File: src/rtl/muller_c_pkg.sv
// Shared definitions for the muller_c_array C-element array.
// Holds the default parameter values, the per-channel state record and a
// saturating increment helper.
package muller_c_pkg;

   localparam int unsigned CHANNELS_DEF   = 2;
   localparam int unsigned INPUTS_DEF     = 3;
   localparam int unsigned STABLE_CYC_DEF = 1;
   localparam int unsigned CNT_W_DEF      = 8;

   // Filter count field width; supports STABLE_CYC up to 65535.
   localparam int unsigned FCNT_W = 16;

   typedef struct packed {
      logic              c;
      logic [FCNT_W-1:0] f_cnt;
   } c_state_t;

   function automatic logic [31:0] sat_inc(input logic [31:0] cnt,
                                           input logic [31:0] max);
      return (cnt >= max) ? max : cnt + 32'd1;
   endfunction

endpackage

File: src/rtl/muller_c_cell.sv
// One channel of the C-element array: target detection, stability filter,
// registered C output and saturating flip counter.
// Inputs whose mask bit is set take part only in the rise condition.
module muller_c_cell
   import muller_c_pkg::*;
#(
   parameter int unsigned INPUTS     = INPUTS_DEF,
   parameter int unsigned STABLE_CYC = STABLE_CYC_DEF,
   parameter int unsigned CNT_W      = CNT_W_DEF,
   parameter logic        RESET_VAL  = 1'b0
) (
   input  logic              clk_i,
   input  logic              rst_ni,
   input  logic [INPUTS-1:0] c_in_i,
   input  logic [INPUTS-1:0] mask_i,
   input  logic              en_i,
   input  logic              clr_i,
   output logic              c_o,
   output logic [CNT_W-1:0]  cnt_o,
   output logic              c_nxt_o,
   output logic              fzero_nxt_o
);

   localparam logic [31:0] CNT_MAX  = 32'((64'd1 << CNT_W) - 64'd1);
   localparam logic [FCNT_W-1:0] F_LAST = FCNT_W'(STABLE_CYC - 1);

   c_state_t         st_q, st_d;
   logic [CNT_W-1:0] tog_q, tog_d;
   logic             rise, fall, target, flip;

   // Target value, filter progression and flip-counter update.
   always_comb begin
      st_d  = st_q;
      tog_d = tog_q;
      flip  = 1'b0;
      rise  = &c_in_i;
      fall  = ~|(c_in_i & ~mask_i);
      if (rise)      target = 1'b1;
      else if (fall) target = 1'b0;
      else           target = st_q.c;

      if (!en_i) begin
         st_d.f_cnt = '0;
      end else if (target == st_q.c) begin
         st_d.f_cnt = '0;
      end else if (st_q.f_cnt == F_LAST) begin
         st_d.c     = target;
         st_d.f_cnt = '0;
         flip       = 1'b1;
      end else begin
         st_d.f_cnt = st_q.f_cnt + FCNT_W'(1);
      end

      if (clr_i)     tog_d = '0;
      else if (flip) tog_d = CNT_W'(sat_inc(32'(tog_q), CNT_MAX));
   end

   // Channel state register with synchronous active-low reset.
   always_ff @(posedge clk_i) begin
      if (!rst_ni) begin
         st_q.c     <= RESET_VAL;
         st_q.f_cnt <= '0;
         tog_q      <= '0;
      end else begin
         st_q  <= st_d;
         tog_q <= tog_d;
      end
   end

   assign c_o         = st_q.c;
   assign cnt_o       = tog_q;
   assign c_nxt_o     = st_d.c;
   assign fzero_nxt_o = (st_d.f_cnt == '0);

endmodule

File: src/rtl/muller_c_array.sv
// Clocked array of CHANNELS Muller C-elements with stability filter,
// per-channel enable, saturating flip counters and a completion flag.
// Optional feature macro: MULLER_C_ASYM_EN adds the asym_mask port
// ("plus" inputs that only participate in the rise condition).
module muller_c_array
   import muller_c_pkg::*;
#(
   parameter int unsigned CHANNELS   = CHANNELS_DEF,
   parameter int unsigned INPUTS     = INPUTS_DEF,
   parameter int unsigned STABLE_CYC = STABLE_CYC_DEF,
   parameter int unsigned CNT_W      = CNT_W_DEF,
   parameter logic        RESET_VAL  = 1'b0
) (
   input  logic                         wb_clk_i,
   input  logic                         wb_rst_n,
   input  logic [CHANNELS*INPUTS-1:0]   c_in,
   input  logic [CHANNELS-1:0]          ch_en,
   input  logic                         clr_cnt,
`ifdef MULLER_C_ASYM_EN
   input  logic [CHANNELS*INPUTS-1:0]   asym_mask,
`endif
   output logic [CHANNELS-1:0]          c_out,
   output logic [CHANNELS*CNT_W-1:0]    tog_cnt,
   output logic                         all_done
);

   logic [CHANNELS*INPUTS-1:0] mask_w;
   logic [CHANNELS-1:0]        c_nxt, fz_nxt;
   logic                       all_done_q, all_done_d;

`ifdef MULLER_C_ASYM_EN
   assign mask_w = asym_mask;
`else
   assign mask_w = '0;
`endif

   for (genvar k = 0; k < CHANNELS; k++) begin : g_ch
      muller_c_cell #(
         .INPUTS     (INPUTS),
         .STABLE_CYC (STABLE_CYC),
         .CNT_W      (CNT_W),
         .RESET_VAL  (RESET_VAL)
      ) u_cell (
         .clk_i       (wb_clk_i),
         .rst_ni      (wb_rst_n),
         .c_in_i      (c_in[k*INPUTS +: INPUTS]),
         .mask_i      (mask_w[k*INPUTS +: INPUTS]),
         .en_i        (ch_en[k]),
         .clr_i       (clr_cnt),
         .c_o         (c_out[k]),
         .cnt_o       (tog_cnt[k*CNT_W +: CNT_W]),
         .c_nxt_o     (c_nxt[k]),
         .fzero_nxt_o (fz_nxt[k])
      );
   end

   // Completion: next outputs all equal and no channel mid-filter.
   always_comb begin
      all_done_d = ((&c_nxt) | ~(|c_nxt)) & (&fz_nxt);
   end

   // Completion flag register; reset reports done.
   always_ff @(posedge wb_clk_i) begin
      if (!wb_rst_n) all_done_q <= 1'b1;
      else           all_done_q <= all_done_d;
   end

   assign all_done = all_done_q;

endmodule
File: config.mk
export PLATFORM = sky130hd
export DESIGN_NAME = muller_c_array
export DESIGN_NICKNAME = d
export VERILOG_FILES = /design/src/rtl/muller_c_pkg.sv /design/src/rtl/muller_c_cell.sv /design/src/rtl/muller_c_array.sv
export SDC_FILE = /design/constraint.sdc
export NUM_CORES = 1
export LEC_CHECK = 0
export ABC_CLOCK_PERIOD_IN_PS = 4420
export BUFFER_PORTS_ARGS = -buffer_cell sky130_fd_sc_hd__buf_2
export CORE_MARGIN = 2
export CORE_UTILIZATION = 43
export DETAILED_ROUTE_END_ITERATION = 10
export PLACE_DENSITY = 0.61
export SLEW_MARGIN = 20
export SYNTH_ARGS = -nofsm -noshare
export SYNTH_HDL_FRONTEND = slang
export SYNTH_SLANG_ARGS = --single-unit
File: constraint.sdc
create_clock -name wb_clk_i -period 4.42 [get_ports wb_clk_i]
set_clock_uncertainty 0.1 [all_clocks]
set_input_delay 0 -clock wb_clk_i [delete_from_list [all_inputs] [get_ports wb_clk_i]]
set_output_delay 0 -clock wb_clk_i [all_outputs]
set_load 0.05 [all_outputs]
* Word level (Yosys, flattened, before mapping) *
Index checks and enable logic that the tools add are counted.

storage, ports and cells
  register bits = 51
  bits of input ports = 11
  output and inout bits = 19
  logic and storage cells = 55

cells by class
  add/sub/neg operators = 4
  $lt $le $gt $ge = 2
  equality and inequality tests = 2
  muxes and demuxes = 24
  bitwise operators = 4
  reductions and logical operators = 12

operators with widths
  kind                                                       number
  two-way mux 16 bit                                         6
  logical NOT 16 bit                                         4
  adder 16 x 1 -> 16 bit (second input constant)             2
  adder 8 x 1 -> 8 bit (second input constant)               2
  greater-or-equal comparator 8 bit (second input constant)  2
  two-way mux 1 bit                                          16
  two-way mux 8 bit                                          2
  AND reduction 3 bit                                        2
  OR reduction 3 bit                                         2
  AND reduction 2 bit                                        2
  OR reduction 2 bit                                         2
  == test 1 bit                                              2
  inverter 1 bit                                             2
  AND 1 bit                                                  1
  bitwise OR 1 bit                                           1

* Longest topological paths before layout *
Gate-level depths: netlist of run 1.

  word-level depth = 10
  gate-level depth with buffers = 9
  depth with buffers taken out = 8

* Modules after synthesis *
A second synthesis of run 1 with hierarchy kept.

second synthesis, totals
  cell total of the unflattened synthesis = 355
  area total of the unflattened synthesis = 3,041.7 sq um

modules (own cells, without submodules)
  module                           times used  cells each  area each (sq um)  sequential area each (sq um)
  muller_c_cell at g_ch[0].u_cell  1           179         1,526.5            500.5
  muller_c_cell at g_ch[1].u_cell  1           171         1,473.9            500.5
  muller_c_array                   1           5           41.3               20.0

* Worst setup path after synthesis of run 1 *
No wires, ideal clock.

  kind = flip-flop to flip-flop
  from = register g_ch[1].u_cell.st_q[1] in the netlist's numbering
  to = register all_done_q (netlist: all_done)
  library setup time = 79 ps
  data arrival time = 2,128 ps
  data required time = 4,241 ps
  setup slack = 2,113 ps
  cell stages (with the launch flop) = 8
  path buffers = 0
  period minus slack after synthesis = 2,307 ps
  cells stage by stage = dfxtp_1 ha_1 nand4_4 or4b_1 a21oi_1 o22ai_1 o41a_1 a211oi_2

on the way
  longest elaborated chain between the ends = 8
  elaborated cells on any way between the ends = 15
  those cells by class = add/sub (1); mux (6); bitwise (3); reduce/logical (5)

ends and longest elaborated chain
  what                                                                            line                  text
  start: declaration                                                              muller_c_cell.sv:27   c_state_t st_q, st_d;
  start signal: assignment                                                        muller_c_cell.sv:65   st_q <= st_d;
  parallel branches: the longest is 7 deep, another holds adder 16 x 1 -> 16 bit  --
  AND 1 bit (*)                                                                   muller_c_array.sv:59  all_done_d = ((&c_nxt) | ~(|c_nxt)) & (&fz_nxt);
  end signal: assignment                                                          muller_c_array.sv:65  else all_done_q <= all_done_d;
  end: declaration                                                                muller_c_array.sv:29  logic all_done_q, all_done_d;

Every way passes the cells marked *.
A chain may end at the register's enable or synchronous reset.

* Final worst setup path of run 1 *
  from = register g_ch[1].u_cell.st_q[1] in the netlist's numbering
  to = register g_ch[1].u_cell.st_q (netlist bit g_ch[1].u_cell.c_o)

on the way
  longest elaborated chain between the ends = 4

ends and longest elaborated chain
  what                line                 text
  logical NOT 16 bit  muller_c_cell.sv:46  end else if (st_q.f_cnt == F_LAST) begin
  two-way mux 1 bit   muller_c_cell.sv:46
  two-way mux 1 bit   muller_c_cell.sv:44  end else if (target == st_q.c) begin
  two-way mux 1 bit   muller_c_cell.sv:42  if (!en_i) begin

No other way between the ends.

==> reports/results.tsv, run 1 <==
stage	metric	value	unit
min_path	Hold Crit Start	c_in[1]	
grt	initial antenna violation count	0	
cts	H-tree Lvls	2	
sta	final-report max-slew violation count	0	
yosys	Synth Instances	355	
cells_and_area	fillers	647	
detailed_routing	Initial DRC Count	129	
cts	CTS tree	done	
cells_and_area	ant diodes	0	
power_and_ir_drop	Leak	0.00115	uW
critical_path	slack of the worst reg-to-reg path	1.84	ns
sta	Fin. Hold Viols	0	
cells_and_area	layout cell share with drive strength beyond 1	12.8	%
sta	fmax	387	MHz
critical_path	crit path capture type	register	
grt	Overall Global Routing Usage	17.5	%
yosys	largest cells by area after synthesis	dfxtp_1 35%, nor2_1 7.0%, xor2_1 6.1%	
yosys	cell area after synthesis	2900	um2
yosys	warnings from Yosys	0	
detailed_routing	Routed wire per std cell	13.1	um
sta	worst-margin pin slew	0.756	ns
grt	grt ovf	0	
yosys	syn nets	372	
floorplan	die area	7410	um2
detailed_routing	Via density	5.50	
sta	minimum clock period	2.58	ns
cells_and_area	area growth from synthesis to layout	8.73	%
floorplan	core area	6420	um2
grt	largest net degree at the start of global routing	18	
cells_and_area	Post-Layout Cell Count	451	
place	GP Congestion	0.828	
critical_path	r2r endpoint	g_ch[1].u_cell.c_o$_SDFF_PN0_	
cts	clock root cell	clkbuf_8	
yosys	number of synthesized flops with an enable pin	0	
critical_path	R2R depth	8	
detailed_routing	routed wire length	5910	um
detailed_routing	Routed Antenna Nets	0	
status	outcome	finished clean	
critical_path	crit-path cells	inv_1 > ha_1 > nor4b_2 > nand4_1 > or4_1 > o211ai_1 > nor2_1 > dlygate4sd3_1	
floorplan	die width	86.1	um
sta	Hold Slack	0.0198	ns
cts	Post-CTS Setup Inserts	0	
critical_path	critical path required time	4.51	ns
critical_path	critical path class	reg -> reg	
place	Placed Cells	441	
place	Port Buffer Count	29	
cts	worst skew pair latency	0.30	ns
yosys	Synth area leader	dfxtp_1	
sta	Final setup viols	0	
cells_and_area	nets	390	
floorplan	# IOs	30	
sta	Relative slew margins	49.4	%
power_and_ir_drop	Tot Pwr	755	uW
min_path	end of the worst hold path	g_ch[0].u_cell.c_o$_SDFF_PN0_	
power_and_ir_drop	power per cell area	240	nW/um2
yosys	Post-synth top cells	54 x nor2_1, 51 x dfxtp_1, 24 x nand2_1	
detailed_routing	routed vias	2481	
cts	hold buffer count at CTS	2	
yosys	Synth top area share	35.3	%
cts	# resized after CTS	0	
power_and_ir_drop	worst vdd ir	0.000107	V
cts	TritonCTS Buffers	5	
min_path	worst min path class	in -> reg	
yosys	#FFs+latches synth	51	
sta	RSZ-0062 raised after global routing	no	
grt	vias in the first global route	2365	
sta	fin crit share	58.5	%
yosys	sequential area share after synthesis	35.3	%
detailed_routing	DRC viols	0	
floorplan	Die Y-Extent	86.1	um
place	dpl hpwl	4290	um
critical_path	r2r startpoint	g_ch[1].u_cell.st_q[1]$_SDFF_PN0_	
cts	clk buf depth	2	
detailed_routing	first drt pass iteration count	4	
yosys	most frequent cell after synthesis	nor2_1	
cts	# clock sinks	51	
critical_path	CP Data Arrival Time	2.67	ns
floorplan	Initial Util	45.1	%
grt	first-pass GRT wire length	10700	um
job	Max Cap Viol	0	
critical_path	CP max FO	7	
critical_path	CP startpoint kind	register	
critical_path	Worst path max stage delay	0.55	ns
yosys	mean area per synthesized cell	8.16	um2
critical_path	Worst path slowest cell	dlygate4sd3_1	
yosys	Synth Flop Type	dfxtp_1	
yosys	FFs w/ async S/R, synth	0	%
cts	clk slew on worst S/H paths	0.09	ns
floorplan	FP Rows	29	
sta	Setup TNS	0	ns
yosys	Synth cell types	57	
min_path	worst hold path cell count	3	
where the power goes:
group | switching, uW | leakage, uW | internal, uW
Sequential | 1.57 | 0.000411 | 460
Combinational | 18.7 | 0.000698 | 10.8
Clock | 153 | 0.0000412 | 111
sequential cells by signal, indices dropped and copies added, names as in the netlist:
name / cells
g_ch.u_cell.st_q: 32
all_done: 1
g_ch.u_cell.c_o: 2
g_ch.u_cell.cnt_o: 16
per-stage QoR:
stage / worst slack, ns / cell area [um2] / utilization [%]
detailed placement: 1.89 / 3040 / 47.4
global placement: 1.93 / 3040 / 47.4
global route: 1.63 / 3150 / 49.0
finish: 1.84 / 3150 / 49.0
floorplan: 2.11 / 2900 / -
CTS: 1.84 / 3150 / 49.0
worst max path at each step:
stage	cells past startpoint	from	slack [ns]	end
2_1_floorplan	7	g_ch[1].u_cell.st_q[1]$_SDFF_PN0_	2.11	all_done$_SDFF_PN1_
5_1_grt	8	g_ch[1].u_cell.st_q[0]$_SDFF_PN0_	1.63	g_ch[1].u_cell.c_o$_SDFF_PN0_
3_3_place_gp	7	g_ch[1].u_cell.st_q[0]$_SDFF_PN0_	1.93	all_done$_SDFF_PN1_
3_5_place_dp	7	g_ch[1].u_cell.st_q[0]$_SDFF_PN0_	1.89	all_done$_SDFF_PN1_
4_1_cts	8	g_ch[1].u_cell.st_q[1]$_SDFF_PN0_	1.84	g_ch[1].u_cell.c_o$_SDFF_PN0_
6_report	8	g_ch[1].u_cell.st_q[1]$_SDFF_PN0_	1.84	g_ch[1].u_cell.c_o$_SDFF_PN0_
kinds of logic (layout without fill, tap and decap cells):
group,Yosys count,count (layout),share of synthesized area [%]
fa+ha+maj,6,6,2.59
buf+inv,35,54,5.32
compound gates,51,51,12.7
xor+xnor,34,34,10.3
simple gates,173,173,32.0
flops,51,51,35.3
mux,5,5,1.77
area by class of cell:
type	count	area, um2	area share, %
clock buffer	6	72.6	2.31
clock inverter	2	12.5	0.397
inverter	14	52.6	1.67
multi-input combinational	269	1720	54.7
sequential	51	1020	32.4
tap	77	96.3	3.06
timing repair buffer	32	173	5.48
critical path, delay by kind of cell, from the launching register on:
family / cells / cell delay, ns
adder cells (fa/ha/maj): 1 / 0.14
flip-flops: 1 / 0.38
AO/OA/AOI/OAI: 1 / 0.14
buffers and inverters: 2 / 0.67
AND/OR/NAND/NOR: 4 / 1.06
layout by cell type, fill, tap and decap left out, types with 5 or more instances in the layout:
cell type and count:
nor3_1 11, clkbuf_8 5, nand3_1 22, nor4_1 7
and2_1 6, ha_1 6, and3_1 8, nand4_1 11
xnor2_1 14, nand2_1 24, a21oi_1 13, buf_2 29
xor2_1 20, inv_1 14, a211oi_1 7, nor2_1 54
dfxtp_1 51
per-layer routing:
| metal | GRT usage (%) | vias to the layer above | share of wire, % |
|---|---|---|---|
| met3 | 3.08 | 2 | 2.9 |
| met5 | 0 | - | 0 |
| met1 | 24.5 | 1149 | 51 |
| met2 | 27.3 | 37 | 46 |
| li1 | - | 1293 | - |
| met4 | 5.48 | 0 | 0.56 |
Power figures use the tool's default switching activity.
==> inputs of run 2 (changes only) <==
--- a/config.mk
+++ b/config.mk
@@ -5,12 +5,12 @@
 export SDC_FILE = /design/constraint.sdc
 export NUM_CORES = 1
 export LEC_CHECK = 0
-export ABC_CLOCK_PERIOD_IN_PS = 4420
+export ABC_CLOCK_PERIOD_IN_PS = 2100
 export BUFFER_PORTS_ARGS = -buffer_cell sky130_fd_sc_hd__buf_2
 export CORE_MARGIN = 2
 export CORE_UTILIZATION = 43
 export DETAILED_ROUTE_END_ITERATION = 10
-export PLACE_DENSITY = 0.61
+export PLACE_DENSITY = 0.64
 export SLEW_MARGIN = 20
 export SYNTH_ARGS = -nofsm -noshare
 export SYNTH_HDL_FRONTEND = slang
==> constraint.sdc (replaced) <==
create_clock -name wb_clk_i -period 2.1 [get_ports wb_clk_i]
set_clock_uncertainty 0.1 [all_clocks]
set_input_delay 0 -clock wb_clk_i [delete_from_list [all_inputs] [get_ports wb_clk_i]]
set_output_delay 0 -clock wb_clk_i [all_outputs]
set_load 0.05 [all_outputs]
==> run 2 against run 1 <==
  * The flow now finishes with violations (negative setup slack)
  * Wire length grew 13%
  * Sequential share of layout area shrank 4.0 points
  * Critical path depth fell by 1
  * Worst setup slack got worse by 1.8 ns
  * Register-to-register slack lost 1.8 ns
  * Largest power group unchanged
  * Highest routed layer unchanged
==> reports/results.tsv, run 2 (same netlist as run 1, synthesis figures left out) <==
stage	metric	value	unit	change
status	outcome	finished, violations left		
status	failing checks	negative setup slack		
grt	initial antenna violation count	0		unchanged
sta	final-report max-slew violation count	0		unchanged
cells_and_area	commonest non-fill, non-tap cell in the layout	nor2_1		
critical_path	crit-path cells	ha_2 > and4_4 > and3_1 > a211o_1 > a22o_1 > o31a_1 > a211oi_2		
floorplan	die area	7410	um2	unchanged
cts	worst skew pair latency	0.32	ns	+0.02 ns
cts	clock root cell	clkbuf_8		
cells_and_area	highest-count cells in the layout ignoring fill and taps	54 x nor2_1, 48 x buf_4, 46 x dfxtp_1, 29 x buf_2, 24 x nand2_1		
job	Max Cap Viol	0		unchanged
critical_path	critical path class	reg -> reg		
floorplan	# IOs	30		unchanged
floorplan	core area	6420	um2	unchanged
place	placed inst area	3360	um2	+11%
cts	TritonCTS Buffers	5		unchanged
sta	fin crit share	100	%	+42 points
cts	# clock sinks	51		unchanged
place	Port Buffer Count	29		unchanged
critical_path	Worst path slowest cell	dfxtp_4		
power_and_ir_drop	Leak	0.00145	uW	+26%
floorplan	Initial Util	45.1	%	unchanged
detailed_routing	first drt pass iteration count	4		unchanged
detailed_routing	Routed Antenna Nets	0		unchanged
critical_path	crit path capture type	register		
grt	vias in the first global route	2513		+6.3%
cells_and_area	Most flops, register	g_ch.u_cell.st_q		
grt	largest net degree at the start of global routing	17		-1
sta	Fin. Hold Viols	0		unchanged
cells_and_area	Final Cell Area	3640	um2	+16%
detailed_routing	Routed wire per std cell	13.4	um	+2.4%
cts	clk slew on worst S/H paths	0.10	ns	about the same
cells_and_area	ant diodes	0		unchanged
floorplan	die width	86.1	um	unchanged
grt	grt ovf	0		unchanged
critical_path	CP Data Arrival Time	2.25	ns	-0.42 ns
sta	RSZ-0062 raised after global routing	yes		
sta	worst-margin pin slew	0.624	ns	-0.132 ns
cells_and_area	layout cell share with drive strength beyond 1	27.5	%	+15 points
critical_path	CP max FO	6		-1
critical_path	Worst path max stage delay	0.38	ns	-0.17 ns
floorplan	Die Y-Extent	86.1	um	unchanged
grt	first-pass GRT wire length	11200	um	+4.2%
critical_path	critical path required time	2.25	ns	-2.26 ns
detailed_routing	Via density	5.50		about the same
power_and_ir_drop	worst vdd ir	0.000243	V	+130%
place	DP Worst Slack	0.00738	ns	-1.88 ns
sta	Relative slew margins	58.4	%	+9.0 points
grt	Overall Global Routing Usage	18.4	%	+0.96 points
cells_and_area	area growth from synthesis to layout	25.8	%	
critical_path	CP startpoint kind	register		
sta	fmax	474	MHz	+23%
detailed_routing	routed wire length	6700	um	+13%
sta	worst setup margin	-0.00757	ns	-1.84 ns
place	GP Congestion	0.856		+3.4%
cells_and_area	Largest register FFs	32		unchanged
power_and_ir_drop	power per cell area	488	nW/um2	+100%
floorplan	FP Rows	29		unchanged
cts	clk buf depth	2		unchanged
min_path	worst min path class	in -> reg		
cells_and_area	nets	438		+12%
detailed_routing	Initial DRC Count	130		+0.78%
sta	Final setup viols	1		+1
detailed_routing	routed vias	2743		+11%
cts	CTS tree	done		
place	dpl hpwl	4780	um	+11%
cts	H-tree Lvls	2		unchanged
sta	minimum clock period	2.11	ns	-0.476 ns
detailed_routing	DRC viols	0		unchanged
## run 2: metrics by stage
step           total power (uW)  util [%]  setup TNS [ns]  instances  hold slack, ns
2_1_floorplan              1030         -               0        355         -0.0132
3_3_place_gp               1060      52.4               0        481           0.194
3_5_place_dp               1060      52.4               0        481           0.199
4_1_cts                    1800      55.0               0        492          0.0364
5_1_grt                    1850      56.7          -0.184        499          0.0618
6_report                   1780      56.7        -0.00757        499          0.0414
## run 2: where the power goes
| group | leakage [uW] | internal (uW) | switching, uW |
|---|---|---|---|
| clock | 0.0000618 | 392 | 347 |
| sequential | 0.000414 | 965 | 3.16 |
| combinational | 0.000975 | 28.9 | 40.6 |
| total | 0.00145 | 1390 | 391 |
## run 2: layout make-up
type / count / area (um2)
Clock buffer: 6 / 82.6
Clock inverter: 2 / 38.8
Fill cell: 571 / 2780
Inverter: 14 / 55.1
Multi-Input combinational cell: 269 / 1800
Sequential cell: 51 / 1030
Tap cell: 77 / 96.3
Timing Repair Buffer: 80 / 536
## run 2: worst max-delay path, delay by kind of cell (launching register included)
kind,cells,cell delay (ns)
AO/OA/AOI/OAI,4,0.93
AND/OR/NAND/NOR,2,0.46
flip-flops,1,0.38
adder cells (fa/ha/maj),1,0.17
## run 2: layer usage
| metal | routed length (um) | track usage, % | vias to the layer above |
|---|---|---|---|
| met5 | 0 | 0 | - |
| met4 | 123 | 5.19 | 0 |
| met3 | 287 | 4.14 | 15 |
| met2 | 3200 | 31.3 | 65 |
| met1 | 3090 | 23.4 | 1264 |
| li1 | - | - | 1399 |
## run 2: worst paths after layout
kind	start	end	slack [ns]	cells after the start
hold reg to reg	g_ch[0].u_cell.cnt_o[6]$_SDFFE_PP0P_	g_ch[0].u_cell.cnt_o[6]$_SDFFE_PP0P_	0.43	2
setup / recovery	g_ch[0].u_cell.st_q[1]$_SDFF_PN0_	all_done$_SDFF_PN1_	-0.008	7
setup reg to reg	g_ch[0].u_cell.st_q[1]$_SDFF_PN0_	all_done$_SDFF_PN1_	-0.008	7
hold / removal	c_in[5]	g_ch[1].u_cell.c_o$_SDFF_PN0_	0.04	4
## run 2: repair_timing
action                                 4_1_cts  5_1_grt
hold buffers                                 3        0
endpoints found under the hold margin        3        0
setup endpoints to repair                    1       10
pin swaps                                    1       11
buffers inserted                             0        7
gates resized for setup                      3       19
==> inputs of run 3 (changes only) <==
--- a/config.mk
+++ b/config.mk
@@ -5,12 +5,13 @@
 export SDC_FILE = /design/constraint.sdc
 export NUM_CORES = 1
 export LEC_CHECK = 0
+export ABC_AREA = 1
 export ABC_CLOCK_PERIOD_IN_PS = 2100
-export BUFFER_PORTS_ARGS = -buffer_cell sky130_fd_sc_hd__buf_2
+export BUFFER_PORTS_ARGS = -buffer_cell sky130_fd_sc_hd__buf_4
 export CORE_MARGIN = 2
 export CORE_UTILIZATION = 43
 export DETAILED_ROUTE_END_ITERATION = 10
-export PLACE_DENSITY = 0.64
+export PLACE_DENSITY = 0.63
 export SLEW_MARGIN = 20
 export SYNTH_ARGS = -nofsm -noshare
 export SYNTH_HDL_FRONTEND = slang
==> run 3 against run 2 <==
  * The flow now finishes without violations
  * Via count grew 23%
  * Cell count up 31%
  * Die area rose by 13%
  * Wire length rose by 23%
  * Core utilization is 5.6 points lower
  * Clock power shrank 12%
  * Maximum frequency is 12% higher
  * Sequential share of layout area is 1.1 points lower
  * Highest routed layer unchanged
==> reports/results.tsv, run 3 <==
stage	metric	value	unit	change
status	outcome	finished clean		
sta	fmax	531	MHz	+12%
yosys	#FFs+latches synth	51		unchanged
sta	fin crit share	89.7	%	-11 points
job	Max Cap Viol	0		unchanged
detailed_routing	Routed Antenna Nets	0		unchanged
critical_path	largest delay contributor family on the critical path	simple AND/OR/NAND/NOR gates		
sta	Relative slew margins	74.2	%	+16 points
grt	first-pass GRT wire length	14200	um	+27%
floorplan	# IOs	30		unchanged
yosys	Synth Flop Type	dfxtp_1		
floorplan	die width	91.3	um	+6.1%
cts	# clock sinks	51		unchanged
sta	minimum clock period	1.88	ns	-0.225 ns
min_path	worst min path class	in -> reg		
place	dpl hpwl	6360	um	+33%
cts	worst skew pair latency	0.31	ns	about the same
power_and_ir_drop	worst vdd ir	0.000310	V	+28%
critical_path	slack of the worst reg-to-reg path	0.22	ns	+0.22 ns
power_and_ir_drop	Combinational Power Share	8.6	%	+4.7 points
critical_path	Worst path max stage delay	0.36	ns	-0.02 ns
power_and_ir_drop	P_sw	457	uW	+17%
cells_and_area	highest-count cells in the layout ignoring fill and taps	115 x nand2_1, 101 x nor2_1, 60 x inv_1, 51 x dfxtp_1, 47 x nand3_1		
yosys	mean area per synthesized cell	6.28	um2	-23%
detailed_routing	DRC viols	0		unchanged
grt	met2 usage	34.9	%	+3.6 points
yosys	Synth top area share	31.1	%	-4.1 points
cts	TritonCTS Buffers	5		unchanged
cells_and_area	Largest register FFs	32		unchanged
floorplan	Initial Util	44.7	%	-0.35 points
power_and_ir_drop	power per cell area	475	nW/um2	-2.7%
place	Placed Cells	643		+34%
cells_and_area	Final Cell Area	3740	um2	+2.8%
yosys	FFs w/ async S/R, synth	0	%	unchanged
cts	clk buf depth	2		unchanged
cells_and_area	Most flops, register	g_ch.u_cell.st_q		
critical_path	most used cell, CP	nor2_4		
critical_path	CP startpoint kind	register		
critical_path	critical path required time	2.20	ns	-0.05 ns
cells_and_area	Post-Layout Cell Count	656		+31%
grt	initial antenna violation count	0		unchanged
floorplan	Die Y-Extent	91.3	um	+6.1%
yosys	largest cells by area after synthesis	dfxtp_1 31%, nand2_1 13%, nor2_1 12%		
yosys	Synth cell types	35		-39%
sta	Setup TNS	0	ns	+0.00757 ns
sta	RSZ-0062 raised after global routing	no		
sta	Final setup viols	0		-1
critical_path	crit-path cells	inv_1 > ha_1 > nand3_1 > nor2_4 > buf_4 > nand4_4 > inv_2 > nand2_2 > nor2_4 > xnor2_1 > a21oi_1		
critical_path	CP max FO	5		-1
yosys	sequential area share after synthesis	31.1	%	-4.1 points
floorplan	core area	7330	um2	+14%
yosys	number of synthesized flops with an enable pin	0		unchanged
power_and_ir_drop	Leak	0.00155	uW	+6.5%
cells_and_area	fillers	721		+26%
power_and_ir_drop	Clk pwr share	36.5	%	-5.1 points
cts	clk slew on worst S/H paths	0.10	ns	about the same
cells_and_area	layout cell share with drive strength beyond 1	13.8	%	-14 points
critical_path	Buffers & Inverters on Critical Path	3		+3
power_and_ir_drop	Internal	1320	uW	-4.8%
power_and_ir_drop	switching power share of the total	25.7	%	+3.7 points
cells_and_area	nets	573		+31%
floorplan	die area	8340	um2	+13%
sta	worst-margin pin slew	0.387	ns	-0.237 ns
detailed_routing	first drt pass iteration count	4		unchanged
power_and_ir_drop	sequential power share	54.9	%	+0.4 points
critical_path	CP Data Arrival Time	1.98	ns	-0.27 ns
yosys	warnings from Yosys	0		unchanged
yosys	cell area after synthesis	3280	um2	+13%
grt	largest net degree at the start of global routing	35		+18
sta	Hold Slack	0.0421	ns	+0.000686 ns
grt	grt met3 use	2.99	%	-1.2 points
yosys	Post-synth top cells	115 x nand2_1, 103 x nor2_1, 60 x inv_1		
grt	Overall Global Routing Usage	20.7	%	+2.3 points
grt	met1 usage	27.5	%	+4.0 points
sta	Fin. Hold Viols	0		unchanged
critical_path	Worst path slowest cell	dfxtp_1		
floorplan	FP Rows	31		+6.9%
cells_and_area	commonest non-fill, non-tap cell in the layout	nand2_1		
yosys	syn nets	539		+45%
critical_path	crit path capture type	register		
place	GP Congestion	0.884		+3.3%
yosys	most frequent cell after synthesis	nand2_1		
place	placed inst area	3580	um2	+6.5%
detailed_routing	routed wire length	8260	um	+23%
cells_and_area	ant diodes	0		unchanged
yosys	Synth area leader	dfxtp_1		
cells_and_area	post-layout util	51.1	%	-5.6 points
grt	grt ovf	0		unchanged
cts	clock root cell	clkbuf_8		
cts	CTS tree	done		
cts	H-tree Lvls	2		unchanged
sta	final-report max-slew violation count	0		unchanged
grt	vias in the first global route	3097		+23%
critical_path	critical path class	reg -> reg		
grt	GR peak layer	met2		
yosys	Synth Instances	522		+47%
place	Port Buffer Count	29		unchanged
detailed_routing	routed vias	3369		+23%
cells_and_area	area growth from synthesis to layout	14.2	%	
detailed_routing	Initial DRC Count	146		+12%
detailed_routing	Via density	5.14		-6.6%
detailed_routing	Routed wire per std cell	12.6	um	-6.2%
-- run 3: cell types whose count changed after synthesis, sizes merged, moves of 10 or more --
cell   previous run  this run
nor2             54       118
nand3            22        48
nand4            12        26
xnor2            14         3
o21ai             4        14
nand2            24       124
xor2             20         4
inv              14        65
-- run 3: metal layers --
layer  share of wire, %  vias up
li1                   -     1757
met1                 46     1511
met2                 47       84
met3                4.1       17
met4                2.3        0
met5                  0        -
-- run 3: final timing paths --
path	startpoint	endpoint	depth (start not counted)
max	g_ch[1].u_cell.st_q[0]$_SDFF_PN0_	g_ch[1].u_cell.cnt_o[5]$_SDFFE_PP0P_	11
min reg2reg	g_ch[1].u_cell.cnt_o[4]$_SDFFE_PP0P_	g_ch[1].u_cell.cnt_o[4]$_SDFFE_PP0P_	2
max reg2reg	g_ch[1].u_cell.st_q[0]$_SDFF_PN0_	g_ch[1].u_cell.cnt_o[5]$_SDFFE_PP0P_	11
min	c_in[4]	g_ch[1].u_cell.c_o$_SDFF_PN0_	5
-- run 3: cells by family (layout without fill, tap and decap cells) --
logic type | count (synthesis) | in the layout | share of synthesized area [%]
adders and majority gates | 6 | 6 | 2.29
xor gates and xnor gates | 7 | 7 | 1.87
buffers and inverters | 76 | 111 | 9.42
DFF | 51 | 51 | 31.1
AOI/OAI and AO/OA | 36 | 36 | 6.18
and+or+nand+nor | 346 | 346 | 49.1
-- run 3: repair_timing --
item / in CTS / in global routing
resized for setup: 0 / 3
setup endpoints to repair: 0 / 1
buffers inserted: 0 / 1
hold buffers: 4 / 0
endpoints found under the hold margin: 26 / 0
-- run 3: final cells by class --
class / count / area [um2] / share of cell area, %
repair buffers: 37 / 288 / 7.69
clock inverters: 1 / 7.51 / 0.201
multi-input cells: 395 / 1960 / 52.3
clock buffers: 7 / 96.3 / 2.57
flip-flops and latches: 51 / 1020 / 27.3
inverters: 66 / 248 / 6.62
well taps: 99 / 124 / 3.31
-- run 3: worst register-to-register path: cells and delay by family, from the launching register on --
family | cells | cell delay (ns)
fa+ha+maj | 1 | 0.17
buf+inv | 3 | 0.36
xor+xnor | 1 | 0.12
simple gates | 5 | 0.57
flops | 1 | 0.36
compound gates | 1 | 0.07
-- run 3: per-stage QoR --
stage / setup slack [ns] / power (uW)
after floorplan: 0.281 / 1100
after global placement: 0.161 / 1140
after detailed placement: 0.147 / 1140
after CTS: 0.117 / 1800
after global routing: 0.0294 / 1850
final: 0.217 / 1780
-- run 3: power by group through the flow --
stage | sequential (uW) | clock (uW) | combinational [uW]
floorplan | 1010 | 0 | 89.2
global placement | 998 | 0 | 146
detailed placement | 998 | 0 | 146
CTS | 976 | 668 | 153
global route | 977 | 708 | 168
finish | 976 | 650 | 152
